<file path="config.mk">
export PLATFORM = sky130hd
export DESIGN_NAME = uart_tx_arbiter
export DESIGN_NICKNAME = d
export VERILOG_FILES = /design/src/rtl/uart_pkg.sv /design/src/rtl/rr_arbiter.sv /design/src/rtl/uart_tx_arbiter.sv
export SDC_FILE = /design/constraint.sdc
export NUM_CORES = 1
export LEC_CHECK = 0
export BUFFER_PORTS_ARGS = -buffer_cell sky130_fd_sc_hd__buf_2
export CAP_MARGIN = 25
export CORE_UTILIZATION = 40
export CTS_CLUSTER_SIZE = 30
export DETAILED_ROUTE_END_ITERATION = 12
export PLACE_DENSITY = 0.73
export SETUP_SLACK_MARGIN = 0.15
export SYNTH_ARGS = -nofsm -noshare
export SYNTH_HDL_FRONTEND = slang
export SYNTH_SLANG_ARGS = --single-unit
</file>
<file path="constraint.sdc">
create_clock -name clk -period 3.3 [get_ports clk]
set_input_delay 0.165 -clock clk [delete_from_list [all_inputs] [get_ports clk]]
set_output_delay 0.165 -clock clk [all_outputs]
set_load 0.005 [all_outputs]
</file>
<file path="src/rtl/uart_pkg.sv">
// Shared types and constants for the UART transmit arbiter.
package uart_pkg;

    localparam int unsigned UART_DEFAULT_DATA_BITS = 8;

    typedef enum logic [1:0] {
        IDLE,
        START,
        SEND
    } uart_arb_state_e;

endpackage

</file>
<file path="src/rtl/rr_arbiter.sv">
// Combinational round-robin arbiter: the search starts at ptr and wraps at N.
module rr_arbiter #(
    parameter int unsigned N = 4
) (
    input  logic [N-1:0]         req,
    input  logic [$clog2(N)-1:0] ptr,
    output logic [N-1:0]         gnt,
    output logic [$clog2(N)-1:0] gnt_id
);

    localparam int unsigned IdW = $clog2(N);

    logic        found;
    int unsigned idx;

    // The first requester at or after ptr (modulo N) wins.
    always_comb begin
        gnt    = '0;
        gnt_id = '0;
        found  = 1'b0;
        idx    = 0;
        for (int unsigned k = 0; k < N; k++) begin
            idx = (int'(ptr) + k) % N;
            if (!found && req[idx]) begin
                found    = 1'b1;
                gnt[idx] = 1'b1;
                gnt_id   = IdW'(idx);
            end
        end
    end

endmodule

</file>
<file path="src/rtl/uart_tx_arbiter.sv">
// Round-robin arbiter sharing one UART transmitter among N_REQ byte producers.
// Optional feature macro UART_TX_ARBITER_LOCK_EN adds per-requester lock bits
// so a producer can send an atomic multi-byte message.
module uart_tx_arbiter
    import uart_pkg::*;
#(
    parameter int unsigned N_REQ          = 4,
    parameter int unsigned DATA_BITS      = UART_DEFAULT_DATA_BITS,
    parameter int unsigned TIMEOUT_CYCLES = 65535
) (
    input  logic                         clk,
    input  logic                         rst_n,
    input  logic [N_REQ-1:0]             req_valid,
    input  logic [N_REQ*DATA_BITS-1:0]   req_data,
`ifdef UART_TX_ARBITER_LOCK_EN
    input  logic [N_REQ-1:0]             req_lock,
`endif
    output logic [N_REQ-1:0]             req_ready,
    output logic [DATA_BITS-1:0]         uart_data,
    output logic                         uart_new_data,
    input  logic                         uart_ready,
    output logic                         busy,
    output logic [$clog2(N_REQ)-1:0]     grant_id,
    output logic                         err
);

    localparam int unsigned IdW  = $clog2(N_REQ);
    localparam int unsigned CntW = $clog2(TIMEOUT_CYCLES + 1);
    localparam logic [CntW-1:0] CntLast = CntW'(TIMEOUT_CYCLES - 1);
    localparam logic [CntW-1:0] CntMax  = '1;

    uart_arb_state_e      state_q, state_d;
    logic [IdW-1:0]       ptr_q, ptr_d;
    logic [IdW-1:0]       grant_id_q, grant_id_d;
    logic [DATA_BITS-1:0] data_q, data_d;
    logic [CntW-1:0]      cnt_q, cnt_d;
    logic                 lock_q, lock_d;

    logic [N_REQ-1:0]     arb_req, arb_gnt;
    logic [IdW-1:0]       arb_id;
    logic                 gnt_lock;

`ifdef UART_TX_ARBITER_LOCK_EN
    assign gnt_lock = req_lock[arb_id];
`else
    assign gnt_lock = 1'b0;
`endif

    // While locked, only the requester holding the lock may compete.
    assign arb_req = lock_q ? (req_valid & (N_REQ'(1) << grant_id_q)) : req_valid;

    rr_arbiter #(
        .N (N_REQ)
    ) u_rr_arbiter (
        .req    (arb_req),
        .ptr    (ptr_q),
        .gnt    (arb_gnt),
        .gnt_id (arb_id)
    );

    assign uart_data = data_q;
    assign grant_id  = grant_id_q;

    // State, pointer, captured byte, lock and timeout counter registers.
    always_ff @(posedge clk) begin
        if (!rst_n) begin
            state_q    <= IDLE;
            ptr_q      <= '0;
            grant_id_q <= '0;
            data_q     <= '0;
            cnt_q      <= '0;
            lock_q     <= 1'b0;
        end else begin
            state_q    <= state_d;
            ptr_q      <= ptr_d;
            grant_id_q <= grant_id_d;
            data_q     <= data_d;
            cnt_q      <= cnt_d;
            lock_q     <= lock_d;
        end
    end

    // Next-state and handshake outputs.
    always_comb begin
        state_d       = state_q;
        ptr_d         = ptr_q;
        grant_id_d    = grant_id_q;
        data_d        = data_q;
        cnt_d         = cnt_q;
        lock_d        = lock_q;
        req_ready     = '0;
        uart_new_data = 1'b0;
        busy          = 1'b0;
        err           = 1'b0;

        unique case (state_q)
            IDLE: begin
                // A busy UART blocks granting even with requests pending.
                if (uart_ready && (|arb_req)) begin
                    req_ready  = arb_gnt;
                    data_d     = req_data[int'(arb_id) * DATA_BITS +: DATA_BITS];
                    grant_id_d = arb_id;
                    lock_d     = gnt_lock;
                    if (!gnt_lock) begin
                        ptr_d = (arb_id == IdW'(N_REQ - 1)) ? '0 : arb_id + 1'b1;
                    end
                    cnt_d   = '0;
                    state_d = START;
                end
            end
            START: begin
                uart_new_data = 1'b1;
                busy          = 1'b1;
                if (cnt_q != CntMax) begin
                    cnt_d = cnt_q + 1'b1;
                end
                if (!uart_ready) begin
                    state_d = SEND;
                end else if (cnt_q >= CntLast) begin
                    // UART never took the byte: drop it and release any lock.
                    err     = 1'b1;
                    lock_d  = 1'b0;
                    state_d = IDLE;
                end
            end
            SEND: begin
                busy = 1'b1;
                if (uart_ready) begin
                    state_d = IDLE;
                end
            end
            default: state_d = IDLE;
        endcase
    end

endmodule

</file>
Word level (Yosys, flattened, before mapping). Cells that the tools add are included.

Flip-flop bits (word level): 31. Bits of input ports: 39. Word-level logic and storage cells: 103.

Add/subtract/negate cells: 5. $lt $le $gt $ge: 9. Equality and inequality tests: 10. Shift-type cells: 2. Mux-type cells: 48. Bitwise operators: 4. Reductions and logical operators: 19.

Operator list (number): two-way mux 16 bit (2); case mux 16 bit (2 select lines) (1); variable part select 32 x 6 -> 8 bit (1); two-way mux 4 bit (7); two-way mux 1 bit (19); two-way mux 2 bit (9); adder 16 x 1 -> 16 bit (second input constant) (1); >= comparator 16 bit (second input constant) (1); != test 16 bit (second input constant) (1); < comparator 2 x 3 -> 1 bit (second input constant) (4); bitwise OR 4 bit (3); != test 2 bit (second input constant) (5); binary-select mux 1 bit (select 2 bit) (4); demux 1 bit (select 2 bit) (4); >= comparator 2 x 1 -> 1 bit (second input constant) (4); logical AND 1 bit (8); case mux 2 bit (3 select lines) (1); AND reduction 3 bit (2); adder 2 x 1 -> 2 bit (second input constant) (2); adder 2 bit (second input constant) (2); bitwise AND 4 bit (1); == test 2 bit (second input constant) (2); AND reduction 4 bit (1); OR reduction 4 bit (1); 9 further kinds (11).

Longest topological paths before layout. Gate-level depths: netlist of run 1.

Depth after elaboration: 17. Gate-level depth with buffers: 12. Gate-level depth less buffers: 8.

Hierarchy. Synthesis of run 1 repeated with hierarchy kept, for this count alone.

Cell total of the unflattened synthesis: 260. Area, all modules: 2255.9 um^2.

By module, submodules not included: uart_tx_arbiter (instances 1, cells an instance 195, area each 1766.7 um^2); rr_arbiter (instances 1, cells an instance 65, area each 489.2 um^2).

Least setup slack after synthesis of run 1. Ideal clock, no wire load.

Path kind: reg2reg. Start point: register ptr_q[0]. End point: register data_q[1] (netlist: uart_data[1]). Arrival time: 2.401 ns. Data required time: 3.172 ns. Setup slack: 0.771 ns. Cell stages (with the launch flop): 13. Period minus slack after synthesis: 2.529 ns. Cells stage by stage: dfxtp_1 buf_6 inv_1 ha_1 clkbuf_2 nor3b_1 o21ai_1 o211ai_2 o32a_1 buf_4 buf_6 mux2i_1 o221ai_2.

Longest elaborated chain between the ends: 13.

RTL lines: start, declared (RTL line uart_tx_arbiter.sv:33) `logic [IdW-1:0] ptr_q, ptr_d;`; start signal, assigned (RTL line uart_tx_arbiter.sv:75) `ptr_q <= ptr_d;`; parallel branches: the longest is 11 deep, another holds adder 2 x 1 -> 2 bit; two-way mux 2 bit * (RTL line rr_arbiter.sv:24) `if (!found && req[idx]) begin`; variable part select 32 x 6 -> 8 bit * (RTL line uart_tx_arbiter.sv:101) `data_d = req_data[int'(arb_id) * DATA_BITS +: DATA_BITS];`; end signal, assigned (RTL line uart_tx_arbiter.sv:77) `data_q <= data_d;`; end, declared (RTL line uart_tx_arbiter.sv:35) `logic [DATA_BITS-1:0] data_q, data_d;`.

Every way passes the cells marked *. The select of a mux whose other input is x is not followed. A chain may end at the register's enable or synchronous reset.

Worst setup path in the final report of run 1.
Start point: register ptr_q[1]. End point: output req_ready[3].

Longest elaborated chain between the ends: 14.

RTL lines: parallel branches: the longest is 11 deep, another holds < comparator 2 x 3 -> 1 bit; two-way mux 4 bit * (RTL line rr_arbiter.sv:24); two-way mux 4 bit * (RTL line uart_tx_arbiter.sv:99) `if (uart_ready && (|arb_req)) begin`; two-way mux 4 bit * (RTL line uart_tx_arbiter.sv:96) `unique case (state_q)`; end, declared (RTL line uart_tx_arbiter.sv:18) `output logic [N_REQ-1:0] req_ready,`.

Marked as above.

==> impl_metrics.ini, run 1 <==
[synth]
yosysSeqAreaShare_pct = 26.3
yosys.area.top_type = dfxtp_1
synth.yosys.warnings = 0
synth_async_sr_flop_share_pct = 0
number_of_nets_produced_by_synthesis = 304
netlist.area_leader.share_pct = 26.3
synthesis.area_um2 = 2280
post-synth-top-count-cell = dfxtp_1
synth.distinct_cells = 57
ys_top_cells_by_count = dfxtp_1, nor2_1, mux2i_1
netlist_top_cells_area = dfxtp_1, mux2i_1, ha_1
postSynthAreaPerCell_um2 = 9.06
syn_inst = 252
ys_ff_latch = 30
synth-edff-count = 0
ys_dominant_reg_cell = dfxtp_1

[route]
drt_drc_violations_left = 0
drt_first_pass_iters = 4
detail-route-antenna-nets = 0
wl_per_cell_um = 13.7
route.final.wire_length_um = 5130
vias_per_cell = 5.54
first_iter_violations = 68
vias_after_detailed_routing = 2073

[setup_path]
setup.worst_path.end = req_ready[3]
critical_path.reg2reg.startpoint = ptr_q[1]
setup.worst_path.end_class = primary output
crit_path_top_delay_cell = dfxtp_1
critPathLaunch = ptr_q[1]
timing.critical_path.slowest_cell_delay_ps = 550
regToRegEndpoint = uart_data[2]
cp_cell_sequence = inv_1, ha_1, mux4_2, a22oi_1, nor2_1, a221oi_1, nor2_1, buf_2
critical_path.most_common_cell = nor2_1
worst-endpoint-required_ps = 3130
timing.critical_path.from_type = flop
critPathMaxFanout = 10
setup.reg_to_reg.worst_slack_ps = 500
worst-setup-path-type = flop to primary output
cp_data_arrival_time_ps = 2680
worstRegToRegCells = 9

[global_route]
grt_antenna_before_repair = 0
use_met1_pct = 24.1
grt.busiest_layer = met2
grt_remaining_overflow = 0
globalRouteTotalUtil_pct = 18.2
grt_use_met2_pct = 29.0
grt_pass1_wl_um = 8820
largest_net_degree_at_the_start_of_global_routing = 22
met3_usage_pct = 4.24
first_global_vias = 1870

[placed_design]
gpl.final_weighted_congestion = 0.846
portbufs = 55
post_dp_cell_area_um2 = 2570
placedCellCount = 366
detailed_placement_wirelength_estimate_um = 3740

[clock_network]
cts_max_path_bufs = 2
clock-root-buffer = clkbuf_8
cts-hold-fix-buffers = 0
post-cts-setup-buffers = 0
cts-htree-levels = 2
cts_inserted_buffers = 5
cts_repair_resize_count = 0
clk-insertion-delay-late_ps = 280
tritoncts = done
clock_sinks = 30
clk_transition_reported_paths_ps = 70

[sta]
final_min_period_over_clock_period_pct = 86.3
maxSlewHeadroom_pct = 54.7
fin_worst_hold_slack_ps = 188
fin_setup_tns_ps = 0
slew_violations = 0
fin_worst_skew_ps = 5.59
hold_viol_final = 0
maximum_clock_rate_mhz = 351
fin_crit_ps = 2850
grt_setup_unrepaired = no
setup_viol = 0
worst_slew_pin_slew_ps = 678

[hold_path]
hold_class = input port to flop

[power]
maximum_resistive_drop_on_vdd_v = 0.000301
power.density_cell_area_nw_per_um2 = 517
leakage_uw = 0.00106

[layout]
finalNonFillerCells = 374
final_layout_size_suffix_gt1_share_pct = 29.1
finish.instance_area_um2 = 2670
layout_area_growth_over_synthesis_pct = 16.8
final_core_utilization_pct = 48.4
finalNetCount = 353
number_of_inserted_diodes = 0

[floorplanning]
initial_utilization_pct = 41.5
horizontal_die_dimension_um = 77.6
floorplan.die_area_um2 = 6010
chipHeight_um = 77.6
core_region_um2 = 5510
ios = 56
std_cell_rows = 27

[run]
cap_violations = 0

[outcome]
outcome = complete, no violations
[worst max-delay path, delay by kind of cell, from the launching register on]
family | cells | cell delay (ps)
simple gates | 2 | 120
fa+ha+maj | 1 | 500
buf+inv | 2 | 290
flops | 1 | 550
compound gates | 2 | 460
mux | 1 | 460
[cells in the final DEF, fill, tap and decap left out, types with 6 or more instances in the layout]
master	count
nor2_1	24
nand3_1	15
a21oi_1	7
inv_1	8
clkbuf_8	6
o221ai_2	7
dfxtp_1	30
mux2i_1	18
ha_1	13
nand2_1	12
nor3_1	6
xnor2_1	10
buf_2	55
[metrics by stage]
stage               worst slack (ps)  power [uW]
floorplan                        771         941
global placement                 667        1060
detailed placement               558        1070
CTS                              441        1390
global route                     261        1470
finish                           452        1380
[final cells by class]
type / count / area [um^2]
multi-input cells: 198 / 1550
fillers: 519 / 2840
inverters: 8 / 30.0
well taps: 72 / 90.1
flip-flops and latches: 30 / 601
clock buffers: 6 / 82.6
clock inverters: 2 / 12.5
repair buffers: 58 / 298
[power breakdown]
| part | switching, uW | total [uW] | internal [uW] |
|---|---|---|---|
| clock network | 146 | 314 | 167 |
| registers | 31.2 | 434 | 403 |
| logic | 341 | 631 | 290 |
| total | 518 | 1380 | 861 |
[cell families after synthesis]
logic type / synth area share [%]
adders and majority gates: 7.12
AOI/OAI and AO/OA: 18.4
and+or+nand+nor: 24.7
DFF: 26.3
buffers and inverters: 5.64
muxes: 12.4
xor gates and xnor gates: 5.37
[how the worst min path moves through the flow]
| stage | cells past startpoint | endpoint | start | slack, ps |
|---|---|---|---|---|
| 5_1_grt | 3 | uart_data[0] | req_data[8] | 200 |
| 3_5_place_dp | 2 | grant_id[1] | grant_id[1] | 450 |
| 2_1_floorplan | 2 | uart_data[5] | req_data[5] | 360 |
| 4_1_cts | 3 | uart_data[5] | req_data[5] | 180 |
| 6_report | 3 | uart_data[5] | req_data[5] | 190 |
| 3_3_place_gp | 2 | grant_id[1] | grant_id[1] | 440 |
[flip-flops by register name, summed over array words and instances (netlist names)]
signal	flops
uart_data	8
cnt_q	16
state_q	2
grant_id	2
ptr_q	2
[metal layers]
layer	share of wire (%)	routed length, um
met2	47	2430
met3	3.9	199
met1	47	2390
met5	0	0
met4	2.0	104
No activity file was read; power rests on OpenSTA's default activity.
==> run 2: changes to the inputs <==
Settings changed: SYNTH_HIERARCHICAL from default to 1.
==> impl_metrics.ini, run 2 <==
[synth]
yosysSeqAreaShare_pct = 26.6
synth_async_sr_flop_share_pct = 0
synthesis.area_um2 = 2260
syn_inst = 260
post-synth-top-count-cell = nand2_1
yosys.area.top_type = dfxtp_1
ys_ff_latch = 30
netlist_top_cells_area = dfxtp_1, mux4_2, nand2_1
synth.distinct_cells = 56
ys_dominant_reg_cell = dfxtp_1
synth.yosys.warnings = 6
synth-edff-count = 0
postSynthAreaPerCell_um2 = 8.68
netlist.area_leader.share_pct = 26.6
number_of_nets_produced_by_synthesis = 310
ys_top_cells_by_count = nand2_1, dfxtp_1, a21oi_1

[sta]
fin_worst_skew_ps = 4.17
hold_viol_final = 0
setup_viol = 0
fin_setup_tns_ps = 0
slew_violations = 0
grt_setup_unrepaired = no
maximum_clock_rate_mhz = 360
worst_slew_pin_slew_ps = 700
maxSlewHeadroom_pct = 53.3
final_min_period_over_clock_period_pct = 84.1
fin_crit_ps = 2770

[global_route]
grt.busiest_layer = met2
grt_antenna_before_repair = 0
grt_remaining_overflow = 0
globalRouteTotalUtil_pct = 18.6
use_met1_pct = 22.5
grt_use_met2_pct = 31.5
first_global_vias = 2002
met3_usage_pct = 4.88
grt_pass1_wl_um = 8940
largest_net_degree_at_the_start_of_global_routing = 25

[layout]
finalNonFillerCells = 378
largest_register_ffs = 16
finalNetCount = 357
final_core_utilization_pct = 49.9
number_of_inserted_diodes = 0
layout.cells.most_common_list = buf_2, nand2_1, dfxtp_1, a21oi_1, inv_1
final_layout_size_suffix_gt1_share_pct = 32.5
fill_cells = 498
regMostFlops = cnt_q
layout.cells.most_common = buf_2
layout_area_growth_over_synthesis_pct = 16.5

[route]
drt_drc_violations_left = 0
vias_per_cell = 5.61
route.final.wire_length_um = 5120
detail-route-antenna-nets = 0
first_iter_violations = 64
wl_per_cell_um = 13.6
drt_first_pass_iters = 5
vias_after_detailed_routing = 2120

[placed_design]
gpl.final_weighted_congestion = 0.865
portbufs = 55
placedCellCount = 369
detailed_placement_wirelength_estimate_um = 3710

[clock_network]
post-cts-setup-buffers = 0
cts-htree-levels = 2
clk-insertion-delay-late_ps = 280
tritoncts = done
clock_sinks = 30
clock-root-buffer = clkbuf_8
cts_inserted_buffers = 5
cts_max_path_bufs = 2
clk_transition_reported_paths_ps = 70
cts-hold-fix-buffers = 0
cts_repair_resize_count = 0

[setup_path]
crit_path_top_delay_cell = o31ai_1
cp_cell_sequence = inv_1, ha_1, o21ai_0, o31ai_1, o31a_2, mux4_2, nand2_1, a21oi_1
cp_data_arrival_time_ps = 2930
critPathMaxFanout = 11
worst-setup-path-type = flop to flop
worst-endpoint-required_ps = 3450
setup.worst_path.end_class = flop
timing.critical_path.from_type = flop
timing.critical_path.slowest_cell_delay_ps = 570

[power]
leakage_uw = 0.00105
power.density_cell_area_nw_per_um2 = 484
maximum_resistive_drop_on_vdd_v = 0.000271

[run]
cap_violations = 0

[floorplanning]
core_region_um2 = 5270
chipHeight_um = 77.1
floorplan.die_area_um2 = 5940
initial_utilization_pct = 42.8
horizontal_die_dimension_um = 77.1
std_cell_rows = 26
ios = 56

[outcome]
outcome = complete, no violations

[hold_path]
hold_class = input port to flop
-- run 2: final timing paths --
kind                startpoint      endpoint  slack (ps)  depth (start not counted)
setup / recovery      ptr_q[0]  uart_data[7]         530                          8
setup reg to reg      ptr_q[0]  uart_data[7]         530                          8
hold reg to reg   uart_data[3]  uart_data[3]         450                          2
hold / removal           rst_n    state_q[1]         210                          2
-- run 2: cells by family after synthesis --
logic type / after synthesis / share of synthesized area [%]
AOI/OAI and AO/OA: 69 / 21.8
xor gates and xnor gates: 1 / 0.388
adders and majority gates: 11 / 6.10
buffers and inverters: 30 / 6.82
DFF: 30 / 26.6
muxes: 14 / 12.9
and+or+nand+nor: 105 / 25.4
-- run 2: final cells by class --
type,count,area (um^2),area share [%]
clock buffer,6,82.6,3.14
sequential,30,601,22.8
tap,70,87.6,3.33
inverter,12,45.0,1.71
timing repair buffer,58,298,11.3
multi-input combinational,200,1500,57.2
clock inverter,2,12.5,0.476
-- run 2: layer usage --
metal,vias to the layer above,routed length (um)
met1,988,2280
met2,75,2440
met3,8,318
met5,-,0
li1,1049,-
met4,0,78
-- run 2: report_power, final --
| group | internal [uW] | total [uW] | switching, uW |
|---|---|---|---|
| Combinational | 267 | 550 | 283 |
| Clock | 167 | 314 | 147 |
| Sequential | 392 | 407 | 15.4 |
| Total | 826 | 1270 | 445 |
-- run 2: through the flow --
stage	power (uW)	hold slack, ps	instance area, um^2	worst slack [ps]
floorplan	845	424	2260	152
global placement	941	441	2520	439
detailed placement	955	446	2520	273
CTS	1270	203	2620	264
global route	1370	221	2630	299
finish	1270	209	2630	525
-- run 2: worst max-delay path: cells and delay by family (launching register included) --
family,cells,cell delay (ps)
compound gates,4,1220
mux,1,550
fa+ha+maj,1,390
flops,1,330
simple gates,1,80
buf+inv,1,70
==> run 3: changes to the inputs <==
Settings changed: PLACE_DENSITY 0.73 to 0.75.
Clock period 3.3 ns to 2.3 ns, I/O delays scaled along.
==> impl_metrics.ini, run 3 (synthesized netlist as in run 2, its figures left out) <==
[layout]
fill_cells = 496
multi_input_comb_area_um2 = 1560
final_layout_size_suffix_gt1_share_pct = 39.8
number_of_inserted_diodes = 0
layout_area_growth_over_synthesis_pct = 27.2
final_core_utilization_pct = 54.5
layout.cells.most_common_list = buf_2, nand2_1, dfxtp_1, a21oi_1, buf_4
finalNetCount = 378
register_area_um2 = 606
largest_register_ffs = 16
regMostFlops = cnt_q
layout.cells.most_common = buf_2

[route]
first_iter_violations = 114
drt_drc_violations_left = 0
wl_per_cell_um = 13.6
drt_first_pass_iters = 4
vias_after_detailed_routing = 2190
detail-route-antenna-nets = 0
vias_per_cell = 5.52
route.final.wire_length_um = 5410

[setup_path]
crit_path_top_delay_cell = mux4_2
worstRegToRegCells = 11
critical_path.most_common_cell = mux4_2
critPathMaxFanout = 11
cp_cell_sequence = inv_4, ha_4, mux4_2, inv_2, buf_6, nor2_2, o31a_1, buf_12, mux4_2, nand2_1, a21oi_1
setup.worst_path.end_class = flop
worst-endpoint-required_ps = 2440
cp_data_arrival_time_ps = 2520
worst-setup-path-type = flop to flop
timing.critical_path.slowest_cell_delay_ps = 420
timing.critical_path.from_type = flop

[sta]
maximum_clock_rate_mhz = 422
hold_viol_final = 0
fin_worst_skew_ps = 2.48
maxSlewHeadroom_pct = 69.9
final_critical_path_setup_slack_ps = -71.5
fin_setup_tns_ps = -622
grt_setup_unrepaired = yes
final_min_period_over_clock_period_pct = 103
worst_slew_pin_slew_ps = 451
setup_viol = 12
fin_crit_ps = 2370
fin_worst_hold_slack_ps = 152
slew_violations = 0

[floorplanning]
floorplan.die_area_um2 = 5940
std_cell_rows = 26
horizontal_die_dimension_um = 77.1
initial_utilization_pct = 42.8
core_region_um2 = 5270
ios = 56
chipHeight_um = 77.1

[clock_network]
clock-root-buffer = clkbuf_8
cts_max_path_bufs = 2
clock_sinks = 30
clk_transition_reported_paths_ps = 60
tritoncts = done
cts-hold-fix-buffers = 0
cts_inserted_buffers = 5
cts-htree-levels = 2
clk-insertion-delay-late_ps = 270

[global_route]
grt_antenna_before_repair = 0
globalRouteTotalUtil_pct = 19.6
largest_net_degree_at_the_start_of_global_routing = 25
grt_remaining_overflow = 0
first_global_vias = 2182
grt_pass1_wl_um = 9570

[power]
design_power_total_uw = 2000
maximum_resistive_drop_on_vdd_v = 0.000362
power.density_cell_area_nw_per_um2 = 696
leakage_uw = 0.00117

[hold_path]
hold_class = input port to flop
timing.hold.worst_path_depth = 2

[placed_design]
portbufs = 55
gpl.final_weighted_congestion = 0.815
dp_worst_setup_slack_ps = -454
detailed_placement_wirelength_estimate_um = 4050

[outcome]
failing_checks = negative setup slack
outcome = finished with violations

[run]
cap_violations = 0
==> run 3: cell count changes in the layout (fill, tap and decap cells not counted), moves of 2 or more <==
cell | before | now
buf_12 | 0 | 2
buf_4 | 3 | 19
buf_6 | 0 | 3
dfxtp_1 | 30 | 28
ha_1 | 11 | 9
inv_1 | 12 | 9
inv_2 | 0 | 2
o21ai_0 | 11 | 9
o21ai_1 | 7 | 9
==> run 3: path summary, 6_finish.rpt <==
check | start | endpoint | slack [ps]
setup / recovery | ptr_q[0] | uart_data[1] | -70
hold / removal | rst_n | state_q[1] | 150
setup reg to reg | ptr_q[0] | uart_data[1] | -70
hold reg to reg | grant_id[0] | grant_id[0] | 450
==> run 3: routing by layer <==
metal / track usage, % / part of all wire (%) / vias up
li1: - / - / 1092
met1: 23.5 / 45 / 1023
met2: 34.9 / 49 / 66
met3: 3.81 / 4.3 / 9
met4: 6.23 / 1.7 / 0
met5: 0 / 0 / -
==> run 3: where the power goes <==
part,internal (uW),total [uW],switching [uW]
clock,230,415,184
sequential,566,594,28.4
combinational,523,990,467
total,1320,2000,680
==> run 3: metrics by stage <==
| step | area (um^2) | instances |
|---|---|---|
| 5_1_grt | 2870 | 397 |
| 6_report | 2870 | 397 |
| 3_5_place_dp | 2730 | 389 |
| 2_1_floorplan | 2300 | 260 |
| 3_3_place_gp | 2730 | 389 |
| 4_1_cts | 2870 | 397 |
==> run 3: area by class of cell <==
cell class | count | share of cell area, %
inverter | 12 | 1.66
multi-input combinational | 200 | 54.2
timing repair buffer | 79 | 17.1
tap | 70 | 3.05
sequential | 30 | 21.1
clock buffer | 6 | 2.88
==> run 3: what timing repair did <==
action / 4_1_cts / 5_1_grt
pin swaps: 6 / 1
gates resized for setup: 13 / 1
endpoints found under the setup margin: 15 / 14
setup buffers: 2 / 0
==> run 3: critical path: cells and delay by family, from the launching register on <==
family / cells / cell delay (ps)
simple gates: 2 / 110
fa+ha+maj: 1 / 260
compound gates: 2 / 330
flops: 1 / 380
mux: 2 / 750
buf+inv: 4 / 400
